### src/rtl/tick_sched_pkg.sv
`default_nettype none
// ============================================================================
//  Module      : tick_pkg
//  Description : Shared definitions for the tick-enable scheduler: FSM state
//                encoding, minimum divisor and channel select codes.
//  Revision    : 1.0 - initial release
// ============================================================================
package tick_pkg;

    // Scheduler run state: STOP holds both channels, RUN lets them count.
    typedef enum logic [0:0] {
        STOP = 1'b0,
        RUN  = 1'b1
    } state_t;

    // Smallest divisor a channel will accept; smaller requests are raised.
    localparam int DIV_MIN = 2;

    // Values of cfg_sel.
    localparam logic CH_SEC  = 1'b0;
    localparam logic CH_SCAN = 1'b1;

endpackage : tick_pkg
`default_nettype wire

### src/rtl/tick_sched_if.sv
`default_nettype none
// ============================================================================
//  Module      : tick_sched_if
//  Description : Divisor configuration handshake for tick_sched.
//                master drives cfg_valid/cfg_sel/cfg_div, slave drives
//                cfg_ready. A transfer happens on a rising clk edge with
//                cfg_valid && cfg_ready.
//  Ports       : cfg_valid - request valid
//                cfg_ready - single config slot is free
//                cfg_sel   - 0 = seconds channel, 1 = scan channel
//                cfg_div   - requested divisor (DIV_W bits)
//  Revision    : 1.0 - initial release
// ============================================================================
interface tick_sched_if #(
    parameter int DIV_W = 26
);
    logic             cfg_valid;
    logic             cfg_ready;
    logic             cfg_sel;
    logic [DIV_W-1:0] cfg_div;

    modport master (
        output cfg_valid,
        output cfg_sel,
        output cfg_div,
        input  cfg_ready
    );

    modport slave (
        input  cfg_valid,
        input  cfg_sel,
        input  cfg_div,
        output cfg_ready
    );
endinterface : tick_sched_if
`default_nettype wire

### src/rtl/tick_sched_chan.sv
`default_nettype none
// ============================================================================
//  Module      : tick_chan
//  Description : One down-counting tick channel. While enabled the counter
//                decrements every cycle; at zero it reloads div-1 and raises
//                a registered one-cycle tick. A pending divisor aimed at this
//                channel is adopted at the next reload (RUN), immediately
//                (STOP) or on a sync.
//  Ports       : clk, RESET    - clock / async active-high reset
//                i_en          - count enable (scheduler in RUN)
//                i_sync        - phase restart, suppresses this cycle's tick
//                i_pend_hit    - pending config targets this channel
//                i_pend_div    - pending (already clamped) divisor
//                o_tick        - registered one-cycle tick
//                o_fire        - tick will be raised at the next edge
//                o_take        - pending divisor consumed at the next edge
//  Revision    : 1.0 - initial release
// ============================================================================
module tick_chan #(
    parameter int DIV_W       = 26,
    parameter int DIV_DEFAULT = 50_000_000
) (
    input  wire logic             clk,
    input  wire logic             RESET,
    input  wire logic             i_en,
    input  wire logic             i_sync,
    input  wire logic             i_pend_hit,
    input  wire logic [DIV_W-1:0] i_pend_div,
    output logic                  o_tick,
    output logic                  o_fire,
    output logic                  o_take
);

    localparam logic [DIV_W-1:0] c_div_rst = DIV_W'(DIV_DEFAULT);
    localparam logic [DIV_W-1:0] c_one     = DIV_W'(1);

    logic [DIV_W-1:0] r_div;
    logic [DIV_W-1:0] r_cnt;
    logic             r_tick;

    logic [DIV_W-1:0] w_load_div;
    logic [DIV_W-1:0] w_cnt_nxt;
    logic             w_zero;
    logic             w_fire;
    logic             w_take;
    logic             w_reload;

    always_comb begin
        w_zero = (r_cnt == '0);
        // sync wins over a terminal count: reload but no tick
        w_fire = i_en && w_zero && !i_sync;
        // pending divisor lands at the terminal count in RUN, at once in STOP,
        // or on any sync
        w_take = i_pend_hit && (i_sync || !i_en || w_zero);
        w_reload   = i_sync || w_fire || w_take;
        w_load_div = w_take ? i_pend_div : r_div;
        w_cnt_nxt  = r_cnt;
        if (w_reload) begin
            w_cnt_nxt = w_load_div - c_one;
        end else if (i_en) begin
            w_cnt_nxt = r_cnt - c_one;
        end
    end

    always_ff @(posedge clk or posedge RESET) begin
        if (RESET) begin
            r_div  <= c_div_rst;
            r_cnt  <= c_div_rst - c_one;
            r_tick <= 1'b0;
        end else begin
            r_div  <= w_load_div;
            r_cnt  <= w_cnt_nxt;
            r_tick <= w_fire;
        end
    end

    assign o_tick = r_tick;
    assign o_fire = w_fire;
    assign o_take = w_take;

endmodule : tick_chan
`default_nettype wire

### src/rtl/tick_sched.sv
`default_nettype none
// ============================================================================
//  Module      : tick_sched
//  Description : Programmable tick-enable scheduler. Produces a seconds tick
//                (plus a square-wave blink level) and a display scan tick
//                with digit index, all as single-cycle enables on clk.
//                Divisors are reprogrammed through a one-entry config slot.
//  Ports       : clk        - system clock
//                RESET      - asynchronous active-high reset
//                run        - 1 = channels count, 0 = hold
//                sync_req   - restart both channel phases
//                cfg        - divisor config handshake (slave side)
//                sec_tick   - one-cycle pulse every seconds divisor cycles
//                sec_sq     - toggles with each sec_tick
//                scan_tick  - one-cycle pulse every scan divisor cycles
//                scan_idx   - current digit, advances with scan_tick
//  Revision    : 1.0 - initial release
// ============================================================================
module tick_sched
    import tick_pkg::*;
#(
    parameter int DIV_W            = 26,
    parameter int SEC_DIV_DEFAULT  = 50_000_000,
    parameter int SCAN_DIV_DEFAULT = 250_000,
    parameter int NSCAN            = 8,
    localparam int IDX_W           = (NSCAN > 1) ? $clog2(NSCAN) : 1
) (
    input  wire logic       clk,
    input  wire logic       RESET,
    input  wire logic       run,
    input  wire logic       sync_req,
    tick_sched_if.slave     cfg,
    output logic            sec_tick,
    output logic            sec_sq,
    output logic            scan_tick,
    output logic [IDX_W-1:0] scan_idx
);

    localparam logic [DIV_W-1:0] c_div_min  = DIV_W'(DIV_MIN);
    localparam logic [IDX_W-1:0] c_idx_last = IDX_W'(NSCAN - 1);

    // ---------------------------------------------------------------- FSM
    state_t r_state;
    state_t w_state_nxt;
    logic   w_en;

    always_ff @(posedge clk or posedge RESET) begin
        if (RESET) begin
            r_state <= STOP;
        end else begin
            r_state <= w_state_nxt;
        end
    end

    always_comb begin
        w_state_nxt = r_state;
        w_en        = 1'b0;
        case (r_state)
            STOP: begin
                if (run) w_state_nxt = RUN;
            end
            RUN: begin
                w_en = 1'b1;
                if (!run) w_state_nxt = STOP;
            end
            default: w_state_nxt = STOP;
        endcase
    end

    // ------------------------------------------------------- config slot
    logic             r_pend_v;
    logic             r_pend_sel;
    logic [DIV_W-1:0] r_pend_div;
    logic [DIV_W-1:0] w_div_clamp;
    logic             w_accept;
    logic             w_hit_sec;
    logic             w_hit_scan;
    logic             w_take_sec;
    logic             w_take_scan;

    always_comb begin
        w_div_clamp = (cfg.cfg_div < c_div_min) ? c_div_min : cfg.cfg_div;
        w_accept    = cfg.cfg_valid && !r_pend_v;
        w_hit_sec   = r_pend_v && (r_pend_sel == CH_SEC);
        w_hit_scan  = r_pend_v && (r_pend_sel == CH_SCAN);
    end

    assign cfg.cfg_ready = !r_pend_v;

    // A transfer needs an empty slot and an apply needs a full one, so the
    // two branches below can never both be wanted in the same cycle.
    always_ff @(posedge clk or posedge RESET) begin
        if (RESET) begin
            r_pend_v   <= 1'b0;
            r_pend_sel <= CH_SEC;
            r_pend_div <= c_div_min;
        end else if (w_take_sec || w_take_scan) begin
            r_pend_v   <= 1'b0;
        end else if (w_accept) begin
            r_pend_v   <= 1'b1;
            r_pend_sel <= cfg.cfg_sel;
            r_pend_div <= w_div_clamp;
        end
    end

    // ----------------------------------------------------------- channels
    logic w_sec_fire;
    logic w_scan_fire;

    tick_chan #(
        .DIV_W       (DIV_W),
        .DIV_DEFAULT (SEC_DIV_DEFAULT)
    ) u_sec (
        .clk        (clk),
        .RESET      (RESET),
        .i_en       (w_en),
        .i_sync     (sync_req),
        .i_pend_hit (w_hit_sec),
        .i_pend_div (r_pend_div),
        .o_tick     (sec_tick),
        .o_fire     (w_sec_fire),
        .o_take     (w_take_sec)
    );

    tick_chan #(
        .DIV_W       (DIV_W),
        .DIV_DEFAULT (SCAN_DIV_DEFAULT)
    ) u_scan (
        .clk        (clk),
        .RESET      (RESET),
        .i_en       (w_en),
        .i_sync     (sync_req),
        .i_pend_hit (w_hit_scan),
        .i_pend_div (r_pend_div),
        .o_tick     (scan_tick),
        .o_fire     (w_scan_fire),
        .o_take     (w_take_scan)
    );

    // ------------------------------------------- blink level / digit index
    // Both update on the same edge that raises the matching tick, so the
    // new value is visible while the tick is high.
    logic             r_sq;
    logic [IDX_W-1:0] r_idx;

    always_ff @(posedge clk or posedge RESET) begin
        if (RESET) begin
            r_sq  <= 1'b0;
            r_idx <= '0;
        end else if (sync_req) begin
            r_sq  <= 1'b0;
            r_idx <= '0;
        end else begin
            if (w_sec_fire) begin
                r_sq <= !r_sq;
            end
            if (w_scan_fire) begin
                r_idx <= (r_idx == c_idx_last) ? '0 : r_idx + IDX_W'(1);
            end
        end
    end

    assign sec_sq   = r_sq;
    assign scan_idx = r_idx;

endmodule : tick_sched
`default_nettype wire

### src/flat_wrapper.sv
// flat-port wrapper written by rule: the top's interface ports become plain ports
module tick_sched_flat import tick_pkg::*;
#(
    parameter int DIV_W            = 26,
    parameter int SEC_DIV_DEFAULT  = 50_000_000,
    parameter int SCAN_DIV_DEFAULT = 250_000,
    parameter int NSCAN            = 8,
    localparam int IDX_W           = (NSCAN > 1) ? $clog2(NSCAN) : 1
)
  (clk, RESET, run, sync_req, sec_tick, sec_sq, scan_tick, scan_idx, cfg_cfg_valid, cfg_cfg_sel, cfg_cfg_div, cfg_cfg_ready);
  tick_sched_if #(.DIV_W(DIV_W)) cfg_i ();
  input  wire logic clk;
  input  wire logic RESET;
  input  wire logic run;
  input  wire logic sync_req;
  output logic sec_tick;
  output logic sec_sq;
  output logic scan_tick;
  output logic [IDX_W-1:0] scan_idx;
  input wire logic [$bits(cfg_i.cfg_valid)-1:0] cfg_cfg_valid;
  input wire logic [$bits(cfg_i.cfg_sel)-1:0] cfg_cfg_sel;
  input wire logic [$bits(cfg_i.cfg_div)-1:0] cfg_cfg_div;
  output wire logic [$bits(cfg_i.cfg_ready)-1:0] cfg_cfg_ready;
  assign cfg_i.cfg_valid = cfg_cfg_valid;
  assign cfg_i.cfg_sel = cfg_cfg_sel;
  assign cfg_i.cfg_div = cfg_cfg_div;
  assign cfg_cfg_ready = cfg_i.cfg_ready;
  tick_sched #(.DIV_W(DIV_W), .SEC_DIV_DEFAULT(SEC_DIV_DEFAULT), .SCAN_DIV_DEFAULT(SCAN_DIV_DEFAULT), .NSCAN(NSCAN)) u_core (.clk(clk), .RESET(RESET), .run(run), .sync_req(sync_req), .cfg(cfg_i), .sec_tick(sec_tick), .sec_sq(sec_sq), .scan_tick(scan_tick), .scan_idx(scan_idx));
endmodule
### config.mk
export PLATFORM = sky130hd
export DESIGN_NAME = tick_sched_flat
export DESIGN_NICKNAME = d
export VERILOG_FILES = /design/src/rtl/tick_sched_pkg.sv /design/src/rtl/tick_sched_if.sv /design/src/rtl/tick_sched_chan.sv /design/src/rtl/tick_sched.sv /design/src/flat_wrapper.sv
export SDC_FILE = /design/constraint.sdc
export NUM_CORES = 1
export LEC_CHECK = 0
export CAP_MARGIN = 5
export CORE_UTILIZATION = 60
export DETAILED_ROUTE_END_ITERATION = 10
export MAX_ROUTING_LAYER = met4
export PLACE_DENSITY = 0.77
export SLEW_MARGIN = 20
export SYNTH_ARGS = -nofsm -noshare
export SYNTH_HDL_FRONTEND = slang
export SYNTH_SLANG_ARGS = --single-unit
### constraint.sdc
create_clock -name clk -period 6.4 [get_ports clk]
set_clock_uncertainty 0.15 [all_clocks]
set_input_delay 1.28 -clock clk [delete_from_list [all_inputs] [get_ports clk]]
set_output_delay 1.28 -clock clk [all_outputs]
set_load 0.03 [all_outputs]
; ---- Word-level counts from Yosys, hierarchy flattened
; Cells that the tools add are included.
[op_classes]
add_sub_neg = 5
magnitude_cmp = 1
n_eq_ne = 1
muxes = 16
n_bitwise = 2
reduce_logical = 29
[op_table]
columns = operator, count
row1 = 2-to-1 mux 26 bit, 7
row2 = "subtractor 26 x 1 -> 26 bit, second input constant", 4
row3 = zero test 26 bit, 2
row4 = "less-than comparator 26 x 2 -> 1 bit, second input constant", 1
row5 = nonzero test 2 bit, 5
row6 = logical AND 1 bit, 9
row7 = 2-to-1 mux 3 bit, 3
row8 = logical OR 1 bit, 8
row9 = 2-to-1 mux 1 bit, 6
row10 = zero test 1 bit, 4
row11 = "adder 3 x 1 -> 3 bit, second input constant", 1
row12 = "equality test 3 bit, second input constant", 1
row13 = inverter 1 bit, 2
row14 = AND reduction 2 bit, 1
[totals]
reg_bits = 139
in_bits = 32
word_cells = 66

; ---- Logic depth before layout (Yosys ltp)
; Gate-level depths: netlist (run 1).
[depth]
word_depth = 8
depth_mapped = 19
depth_no_buf = 15

; ---- By module
; Synthesis (run 1) repeated with hierarchy kept, for this count alone.
[unflattened]
cells_unflattened = 874
hier_area_um2 = 8569.5
[modules_own_cells]
columns = mod, n_inst, cells_each, area_each_um2
row1 = tick_chan (u_core.u_sec), 1, 391, 3607.2
row2 = tick_chan (u_core.u_scan), 1, 391, 3590.9
row3 = tick_sched, 1, 92, 1371.3

; ---- Worst setup path before layout (run 1)
; OpenSTA, ideal clock, no wires.
[synth_timing]
path_type = input-to-reg
startpoint = in sync_req
endpoint = reg u_core.u_sec.r_cnt[24]
setup_time_ns = 0.134
arrival_time_ns = 5.182
required_time_ns = 6.116
slack_ns = 0.934
path_stages = 17
n_path_buf = 3
cell_sequence = clkbuf_1 nor2_1 o31ai_1 nand2_1 clkbuf_1 clkbuf_1 mux2i_1 nand2_1 o21ai_1 ha_1 o21ai_0 or4b_1 o211ai_1 o2111ai_1 nor4_1 xnor2_1 mux2i_1
[synth_between]
elab_chain_len = 6
[synth_rtl]
columns = element, line
row1 = from (decl), flat_wrapper.sv:15  ; input wire logic sync_req;
row2 = logical OR 1 bit (2 in series), tick_sched_chan.sv:54  ; w_take = i_pend_hit && (i_sync || !i_en || w_zero);
row3 = logical AND 1 bit, tick_sched_chan.sv:54
row4 = 2-to-1 mux 26 bit, tick_sched_chan.sv:56  ; w_load_div = w_take ? i_pend_div : r_div;
row5 = subtractor 26 x 1 -> 26 bit, tick_sched_chan.sv:59  ; w_cnt_nxt = w_load_div - c_one;
row6 = 2-to-1 mux 26 bit, tick_sched_chan.sv:58  ; if (w_reload) begin
row7 = to (signal assigned), tick_sched_chan.sv:68  ; r_cnt <= c_div_rst - c_one;
row8 = to (signal assigned), tick_sched_chan.sv:72  ; r_cnt <= w_cnt_nxt;
row9 = to (decl), tick_sched_chan.sv:38  ; logic [DIV_W-1:0] r_cnt;
; Parallel ways exist; a longest one is shown, timed or not.
; A chain may end at the register's enable or synchronous reset.

; ---- Worst setup path in the final report (run 1)
[layout_timing]
startpoint = reg u_core.u_sec.r_cnt[18]
endpoint = reg u_core.u_sec.r_cnt[24]
[layout_between]
elab_chain_len = 6
[layout_rtl]
columns = element, line
row1 = zero test 26 bit, tick_sched_chan.sv:49  ; w_zero = (r_cnt == '0);
row2 = logical OR 1 bit, tick_sched_chan.sv:54
row3 = logical AND 1 bit, tick_sched_chan.sv:54
row4 = 2-to-1 mux 26 bit, tick_sched_chan.sv:56
row5 = net u_core.u_sec.w_load_div[1], tick_sched_chan.sv:41  ; logic [DIV_W-1:0] w_load_div;
row6 = subtractor 26 x 1 -> 26 bit, tick_sched_chan.sv:59
row7 = 2-to-1 mux 26 bit, tick_sched_chan.sv:58
; The timed path passes the listed nets, and every way through them passes these cells. The select of a mux whose other input is x is not followed.

==> summary.md, run 1 <==
| Metric | Value |
|---|---|
| Run status | `complete, no violations` |
| First-pass GRT wire length | `around 35000 um` |
| Sw Share | `40.1%` |
| Vias in the first global route | `6724` |
| I/O Pins | `39` |
| Initial antenna violation count | `0` |
| Postcts setup bufs | `0` |
| Synth top area cells | `dfrtp_1 28%, dfstp_2 15%, mux2_2 5.8%, mux2i_1 5.0%, nand2_1 4.8%` |
| Register share of total power | `between 30% and 40%` |
| Post-Synthesis Cells | `roughly 840` |
| Post-DP HPWL | `roughly 15000 um` |
| Final setup viols | `0` |
| Area occupied by multi-input gates | `approximately 4400 um2` |
| Max transition margin | `roughly two fifths` |
| Drt total wl | `21100 um` |
| DR iter-0 viols | `763` |
| Count leader, synth | `nand2_1` |
| Routed Antenna Nets | `0` |
| Die Span Y | `approximately 120 um` |
| Setup crit end | `u_core.u_sec.r_cnt[24]` |
| Int Power | `2.88 mW` |
| Clock sink count | `around 140` |
| Nets@finish | `between 900 and 1000` |
| GRT Overall Usage | `between 30% and 40%` |
| EDFF count, synth | `0` |
| P_sw | `~1.9 mW` |
| Hold WS | `about 0.34 ns` |
| Synth Register Bits | `139` |
| Clk root buf | `clkbuf_16` |
| Congestion Overflow GR | `0` |
| Share of the synthesized area in the top cell type | `about 28%` |
| Worst hold path type | `register to register` |
| Starting Density | `61.5%` |
| Post-synth top flop | `dfrtp_1` |
| Worst reg2reg path startpoint | `u_core.u_sec.r_cnt[18]` |
| Number of hold violations in the final report | `0` |
| GP Congestion | `between 0.9 and 1` |
| Gate power share | `between 30% and 40%` |
| Worst path required time | `about 6.6 ns` |
| R2r setup slk | `between 0.7 and 0.8 ns` |
| TritonCTS clock tree | `built` |
| Slew Limit Fails | `0` |
| Placed Cells | `just over 1000` |
| Crit share post-route | `88.4%` |
| Chip width | `approximately 120 um` |
| Pwr Density | `a little over 500 nW/um2` |
| H-tree depth | `4` |
| First-pass DRT Iterations | `5` |
| Reg2reg end | `u_core.u_sec.r_cnt[24]` |
| Unrepaired setup endpoints after global routing | `false` |
| Die area | `between 10000 and 15000 um2` |
| Register Area | `roughly 3500 um2` |
| Row count | `between 40 and 50` |
| Via count | `between 6000 and 7000` |
| Tightest Pin Transition | `slightly below 0.9 ns` |
| R2R cell count | `16` |
| Vias per cell | `~6.4` |
| DRC Markers | `0` |
| Synthesized Nets | `between 800 and 900` |
| Synth warn | `0` |
| Clock transition at path regs | `~0.06 ns` |
| TNS Setup | `0 ns` |
| Seq/Total Area, Yosys | `between 40% and 50%` |
| Max Fclk | `around 180 MHz` |
| Post-synth top cells | `105 x nand2_1, 91 x dfrtp_1, 66 x nor2_1` |
| Static Leak | `3.73 nW` |
| Synth area leader | `dfrtp_1` |
| Asr flop ratio synth | `between 90% and 100%` |
| Hold_buf cts | `0` |
| Worst VDD drop | `0.300 mV` |
| Yosys cell types | `just under 70` |
| Fin cells | `about 1100` |
| Crit path launch type | `register` |
| Fillers | `between 1000 and 1500` |
| Cts bufs inserted | `17` |
| PortBufs | `38` |
| Wire length per cell | `19.9 um` |
| Period minus WS final | `approximately 5.7 ns` |
| Worst-path fanout max | `31` |
| Mapped Area | `8150 um2` |
| Post-synthesis average cell area | `9.66 um2` |
| Clock network power share | `about a fifth` |
| Setup CP Type | `register to register` |
| Layout area overhead | `14.1%` |
| Clock latency on the worst-skew pair | `approximately 0.43 ns` |
| CP Launch Point | `u_core.u_sec.r_cnt[18]` |
| Resize count post-CTS | `0` |
| Largest net degree at the start of global routing | `100` |
| Core Area | `roughly 13000 um2` |
| Clock Path Buffers | `2` |
| Worst Hold Launch | `u_core.u_sec.r_cnt[4]` |
| Worst EP arrival | `roughly 5.8 ns` |
| Crit end category | `register` |
| Antenna diodes | `0` |
| Share of cells above drive strength 1 | `16.9%` |
| Max cap viols | `0` |
cell families (layout without fill, tap and decap cells):
kind of cell | Yosys count | in the layout | share of synthesized area [%]
AOI/OAI and AO/OA | 134 | 134 | 11.6
muxes | 100 | 100 | 13.2
adders and majority gates | 4 | 4 | 0.614
and+or+nand+nor | 337 | 337 | 20.6
xor gates and xnor gates | 70 | 70 | 7.52
buffers and inverters | 60 | 100 | 3.10
DFF | 139 | 139 | 43.4
power groups by stage:
stage / clock (mW) / combinational (mW) / sequential (mW)
floorplan: 0 / 1.52 / 1.69
global placement: 0 / 1.78 / 1.87
detailed placement: 0 / 1.84 / 1.89
CTS: 1.04 / 1.86 / 1.89
global route: 1.08 / 2.06 / 1.95
finish: 1.03 / 1.88 / 1.90
area by class of cell:
cell class                      count  share of cell area (%)
Multi-Input combinational cell    645                    47.0
Inverter                           15                   0.659
Timing Repair Buffer               53                    5.30
Tap cell                          176                    2.37
Clock buffer                       21                    4.74
Clock inverter                     11                    1.84
Sequential cell                   139                    38.1
metrics by stage:
stage	power, mW	setup slack (ns)	area (um2)	util (%)
2_1_floorplan	3.21	0.934	8150	-
3_3_place_gp	3.65	0.818	8690	65.6
3_5_place_dp	3.73	0.627	8690	65.6
4_1_cts	4.78	0.910	9300	70.2
5_1_grt	5.09	0.367	9300	70.2
6_report	4.81	0.742	9300	70.2
sequential cells by signal, summed over array words and instances (netlist names), 3 cells and up:
register             count
u_core.u_scan.r_cnt     26
u_core.scan_idx          3
u_core.r_pend_div       26
u_core.u_scan.r_div     26
u_core.u_sec.r_cnt      26
u_core.u_sec.r_div      26
layer usage:
metal | vias to the layer above | GRT usage, % | share of wire, %
li1 | 3095 | - | -
met1 | 3305 | 42.6 | 44
met2 | 288 | 50.7 | 47
met3 | 53 | 6.71 | 6.7
met4 | 0 | 12.0 | 2.2
met5 | - | - | 0
cell usage in the layout, fill, tap and decap left out, types with 8 or more instances in the layout:
master / count
inv_1: 14
mux2_2: 42
mux2i_1: 41
clkbuf_16: 17
a21oi_1: 28
o31ai_1: 9
buf_4: 15
mux2_1: 17
xnor2_1: 28
nor4_1: 26
o21ai_0: 19
nand3_1: 36
nand2_1: 105
clkdlybuf4s50_1: 38
o21ai_1: 15
dfrtp_1: 91
or3_1: 10
xor2_1: 42
nor2_1: 65
dfstp_2: 48
nor3_1: 36
o211ai_1: 8
worst min path at each step:
stage,depth (start not counted),slack [ns],to
floorplan,2,0.31,u_core.u_sec.r_cnt[4]
global placement,2,0.32,u_core.u_sec.r_cnt[4]
detailed placement,2,0.33,u_core.u_sec.r_cnt[4]
CTS,2,0.34,u_core.u_sec.r_cnt[4]
global route,2,0.37,u_core.u_sec.r_div[7]
finish,2,0.34,u_core.u_sec.r_cnt[4]
worst max-delay path: stages, from the launching register on:
cell       delay [ns]
dfrtp_1          0.42
nor4_1           0.55
nand3_1          0.33
o31ai_1          0.81
nand2_1          0.19
buf_4            0.31
nand2_1          0.11
nand2_1          0.07
mux2i_1          0.15
ha_1             0.25
o21ai_0          0.19
or4b_1           0.55
o211ai_1         0.33
o2111ai_1        0.44
nor4_1           0.42
xnor2_1          0.16
mux2i_1          0.10
Power figures use the tool's default switching activity.
==> inputs of run 2 (changes only) <==
- ABC_AREA: default -> 0
- SYNTH_HIERARCHICAL: default -> 1
==> summary.md, run 2 <==
| Metric | Value |
|---|---|
| Drt total wl | `23200 um (was 21100 um)` |
| Max Fclk | `186 MHz (was 177 MHz)` |
| Run status | `complete, no violations (unchanged)` |
| Period minus WS final | `5.38 ns (was 5.66 ns)` |
| Hold_buf cts | `0 (unchanged)` |
| Clock sink count | `139 (unchanged)` |
| Core Area | `13900 um2 (was 13200 um2)` |
| Synth area leader | `dfrtp_1 (unchanged)` |
| GRT Overall Usage | `34.3% (was 32.7%)` |
| Chip width | `122 um (was 119 um)` |
| Final setup viols | `0 (unchanged)` |
| First-pass GRT wire length | `37300 um (was 34600 um)` |
| Crit path launch type | `input port (was register)` |
| Register share of total power | `38.2% (was 39.6%)` |
| Worst path required time | `6.59 ns (was 6.55 ns)` |
| DR iter-0 viols | `803 (was 763)` |
| Int Power | `3.02 mW (was 2.88 mW)` |
| Setup CP Type | `input port to register (was register to register)` |
| Worst hold path type | `register to register (unchanged)` |
| Number of hold violations in the final report | `0 (unchanged)` |
| Worst-path fanout max | `19 (was 31)` |
| Crit share post-route | `84.0% (was 88.4%)` |
| Yosys cell types | `75 (was 68)` |
| Overall power after layout | `5.14 mW (was 4.81 mW)` |
| Buf/Inv on CP | `2 (was 1)` |
| First-pass DRT Iterations | `5 (unchanged)` |
| EDFF count, synth | `0 (unchanged)` |
| Resize count post-CTS | `0 (unchanged)` |
| Die area | `14800 um2 (was 14100 um2)` |
| Clock transition at path regs | `0.06 ns (about the same)` |
| Pwr Density | `532 nW/um2 (was 517 nW/um2)` |
| Commonest non-fill, non-tap cell in the layout | `nor2_1 (was nand2_1)` |
| Synth top area cells | `dfrtp_1 27%, dfstp_2 15%, mux2_2 11%, mux2i_1 5.4%, nor2_1 4.9% (was dfrtp_1 28%, dfstp_2 15%, mux2_2 5.8%, mux2i_1 5.0%, nand2_1 4.8%)` |
| Post-DP HPWL | `16000 um (was 14600 um)` |
| P_sw | `2.12 mW (was 1.93 mW)` |
| Die Span Y | `122 um (was 119 um)` |
| Static Leak | `3.73 nW (about the same)` |
| Synthesized Nets | `910 (was 880)` |
| Postcts setup bufs | `0 (unchanged)` |
| Mapped Area | `8570 um2 (was 8150 um2)` |
| Initial antenna violation count | `0 (unchanged)` |
| Largest net degree at the start of global routing | `54 (was 100)` |
| Count leader, synth | `nor2_1 (was nand2_1)` |
| Share of the synthesized area in the top cell type | `26.6% (was 27.9%)` |
| I/O Pins | `39 (unchanged)` |
| Top Family by Delay on Critical Path | `compound AO/OA/AOI/OAI gates (was simple AND/OR/NAND/NOR gates)` |
| Share of cells above drive strength 1 | `25.6% (was 16.9%)` |
| Clock network power share | `18.8% (was 21.4%)` |
| Gate power share | `43.0% (was 39.0%)` |
| Slew Limit Fails | `0 (unchanged)` |
| Clock latency on the worst-skew pair | `0.42 ns (was 0.43 ns)` |
| Fin cells | `1098 (was 1060)` |
| Max cap viols | `0 (unchanged)` |
| CP Depth | `13 (was 16)` |
| GP Congestion | `0.891 (was 0.932)` |
| Synth Register Bits | `139 (unchanged)` |
| Starting Density | `61.7% (was 61.5%)` |
| Crit end category | `register (unchanged)` |
| Asr flop ratio synth | `100% (unchanged)` |
| Max stage delay on crit path | `0.60 ns (was 0.81 ns)` |
| Synth warn | `6 (was 0)` |
| Commonest cells after routing, fill and taps aside | `111 x nor2_1, 91 x dfrtp_1, 85 x mux2_2, 62 x o21ai_0, 60 x nand2_1 (was 105 x nand2_1, 91 x dfrtp_1, 65 x nor2_1, 48 x dfstp_2)` |
| Vias in the first global route | `7050 (was 6724)` |
| Hold Crit Depth | `2 (unchanged)` |
| Clk root buf | `clkbuf_16 (unchanged)` |
| Routed Antenna Nets | `0 (unchanged)` |
| Worst VDD drop | `0.256 mV (was 0.300 mV)` |
| DRC Markers | `0 (unchanged)` |
| TNS Setup | `0 ns (unchanged)` |
| Worst path slowest cell | `clkdlybuf4s50_1 (was o31ai_1)` |
| Ordered cell list for the critical path | `clkdlybuf4s50_1 -> buf_4 -> nand2b_1 -> o21bai_2 -> nand2_1 -> a21oi_1 -> ha_1 -> o21ai_0 -> a211o_1 -> nor4_1 -> nor4b_2 -> mux2_2 -> nor3b_1 (was nor4_1 -> nand3_1 -> o31ai_1 -> nand2_1 -> buf_4 -> nand2_1 -> nand2_1 -> mux2i_1 -> ha_1 -> o21ai_0 -> or4b_1 -> o211ai_1 -> o2111ai_1 -> nor4_1 -> xnor2_1 -> mux2i_1)` |
| Placed Cells | `1065 (was 1028)` |
| Fin util | `69.6% (was 70.2%)` |
| Tightest Pin Transition | `1.06 ns (was 0.889 ns)` |
| R2R cell count | `12 (was 16)` |
| Sw Share | `41.1% (was 40.1%)` |
| Vias per cell | `6.73 (was 6.36)` |
| Seq/Total Area, Yosys | `41.3% (was 43.4%)` |
| Post-synth top cells | `112 x nor2_1, 91 x dfrtp_1, 85 x mux2_2 (was 105 x nand2_1, 91 x dfrtp_1, 66 x nor2_1)` |
| Nets@finish | `940 (was 907)` |
| TritonCTS clock tree | `built (unchanged)` |
| Fillers | `1052 (was 1002)` |
| Congestion Overflow GR | `0 (unchanged)` |
| Layout area overhead | `12.8% (was 14.1%)` |
| Max transition margin | `28.8% (was 40.7%)` |
| PortBufs | `38 (unchanged)` |
| Cts bufs inserted | `17 (unchanged)` |
| Post-synthesis average cell area | `9.80 um2 (was 9.66 um2)` |
| Via count | `7393 (was 6741)` |
| Clock Path Buffers | `2 (unchanged)` |
| Post-Synthesis Cells | `874 (was 844)` |
| Wire length per cell | `21.1 um (was 19.9 um)` |
| Worst EP arrival | `5.57 ns (was 5.81 ns)` |
| Unrepaired setup endpoints after global routing | `false (unchanged)` |
| H-tree depth | `4 (unchanged)` |
| Post-synth top flop | `dfrtp_1 (unchanged)` |
| Row count | `43 (was 42)` |
## run 2: cell count changes in the layout (fill, tap and decap cells not counted), sizes merged, moves of 7 or more
cell    change
nand3      -27
xor2       -36
mux2       +26
o32ai       +7
nand2      -45
nand2b      +8
nor2       +48
a21oi      +19
o21ai      +34
nor3        -8
xnor2      -19
## run 2: through the flow
stage / area (um2) / hold slack (ns) / setup WS [ns]
detailed placement: 9080 / 0.339 / 0.658
floorplan: 8570 / 0.314 / 1.65
global placement: 9080 / 0.326 / 1.05
global route: 9660 / 0.368 / 0.690
finish: 9670 / 0.353 / 1.02
CTS: 9660 / 0.350 / 1.08
## run 2: layer usage
layer  wire [um]  vias up  GRT usage (%)
met5           0        -              -
li1            -     3307              -
met4         428        0           12.3
met3        1870       47           6.30
met1       10100     3670           47.2
met2       10800      369           50.7
## run 2: cells by family after synthesis
| group | share of synthesized area [%] |
|---|---|
| XOR/XNOR | 1.53 |
| multiplexers | 16.5 |
| buffers and inverters | 3.49 |
| AO/OA/AOI/OAI | 17.2 |
| adder cells (fa/ha/maj) | 0.584 |
| flip-flops | 41.3 |
| AND/OR/NAND/NOR | 19.3 |
## run 2: cell type report
| class | count | area (um2) | area share (%) |
|---|---|---|---|
| Inverter | 12 | 45.0 | 0.466 |
| Sequential cell | 139 | 3540 | 36.6 |
| Multi-Input combinational cell | 678 | 4760 | 49.3 |
| Antenna cell | 1 | 2.50 | 0.0259 |
| Tap cell | 180 | 225 | 2.33 |
| Clock inverter | 14 | 149 | 1.54 |
| Clock buffer | 18 | 429 | 4.44 |
| Timing Repair Buffer | 56 | 515 | 5.33 |
## run 2: power groups by stage
stage | clock [mW] | sequential, mW | combinational (mW)
after global routing | 1.02 | 2.02 | 2.41
final | 0.964 | 1.96 | 2.21
after global placement | 0 | 1.92 | 2.08
after floorplan | 0 | 1.74 | 1.77
after detailed placement | 0 | 1.95 | 2.16
after CTS | 0.978 | 1.95 | 2.18
## run 2: worst reg2reg max path, stage by stage (launching register included)
cell and delay (ns):
dfrtp_1 0.43, nor3_1 0.42, nand3_1 0.29, o21bai_2 0.72, nand2_1 0.28, a21oi_1 0.38
ha_1 0.28, o21ai_0 0.22, a211o_1 0.40, nor4_1 0.35, nor4b_2 0.34, mux2_2 0.39
nor3b_1 0.19
## run 2: final timing paths
kind	start	end	slack [ns]
worst max-delay path	sync_req	u_core/u_scan/r_cnt[24]	1.02
worst min-delay path	u_core/u_sec/r_cnt[22]	u_core/u_sec/r_cnt[22]	0.35
worst max register to register	u_core/u_scan/r_cnt[9]	u_core/u_scan/r_cnt[24]	1.50
worst min register to register	u_core/u_sec/r_cnt[22]	u_core/u_sec/r_cnt[22]	0.35
max in group asynchronous	RESET	u_core/u_sec/r_div[6]	4.32
min in group asynchronous	RESET	u_core/r_pend_div[11]	1.21
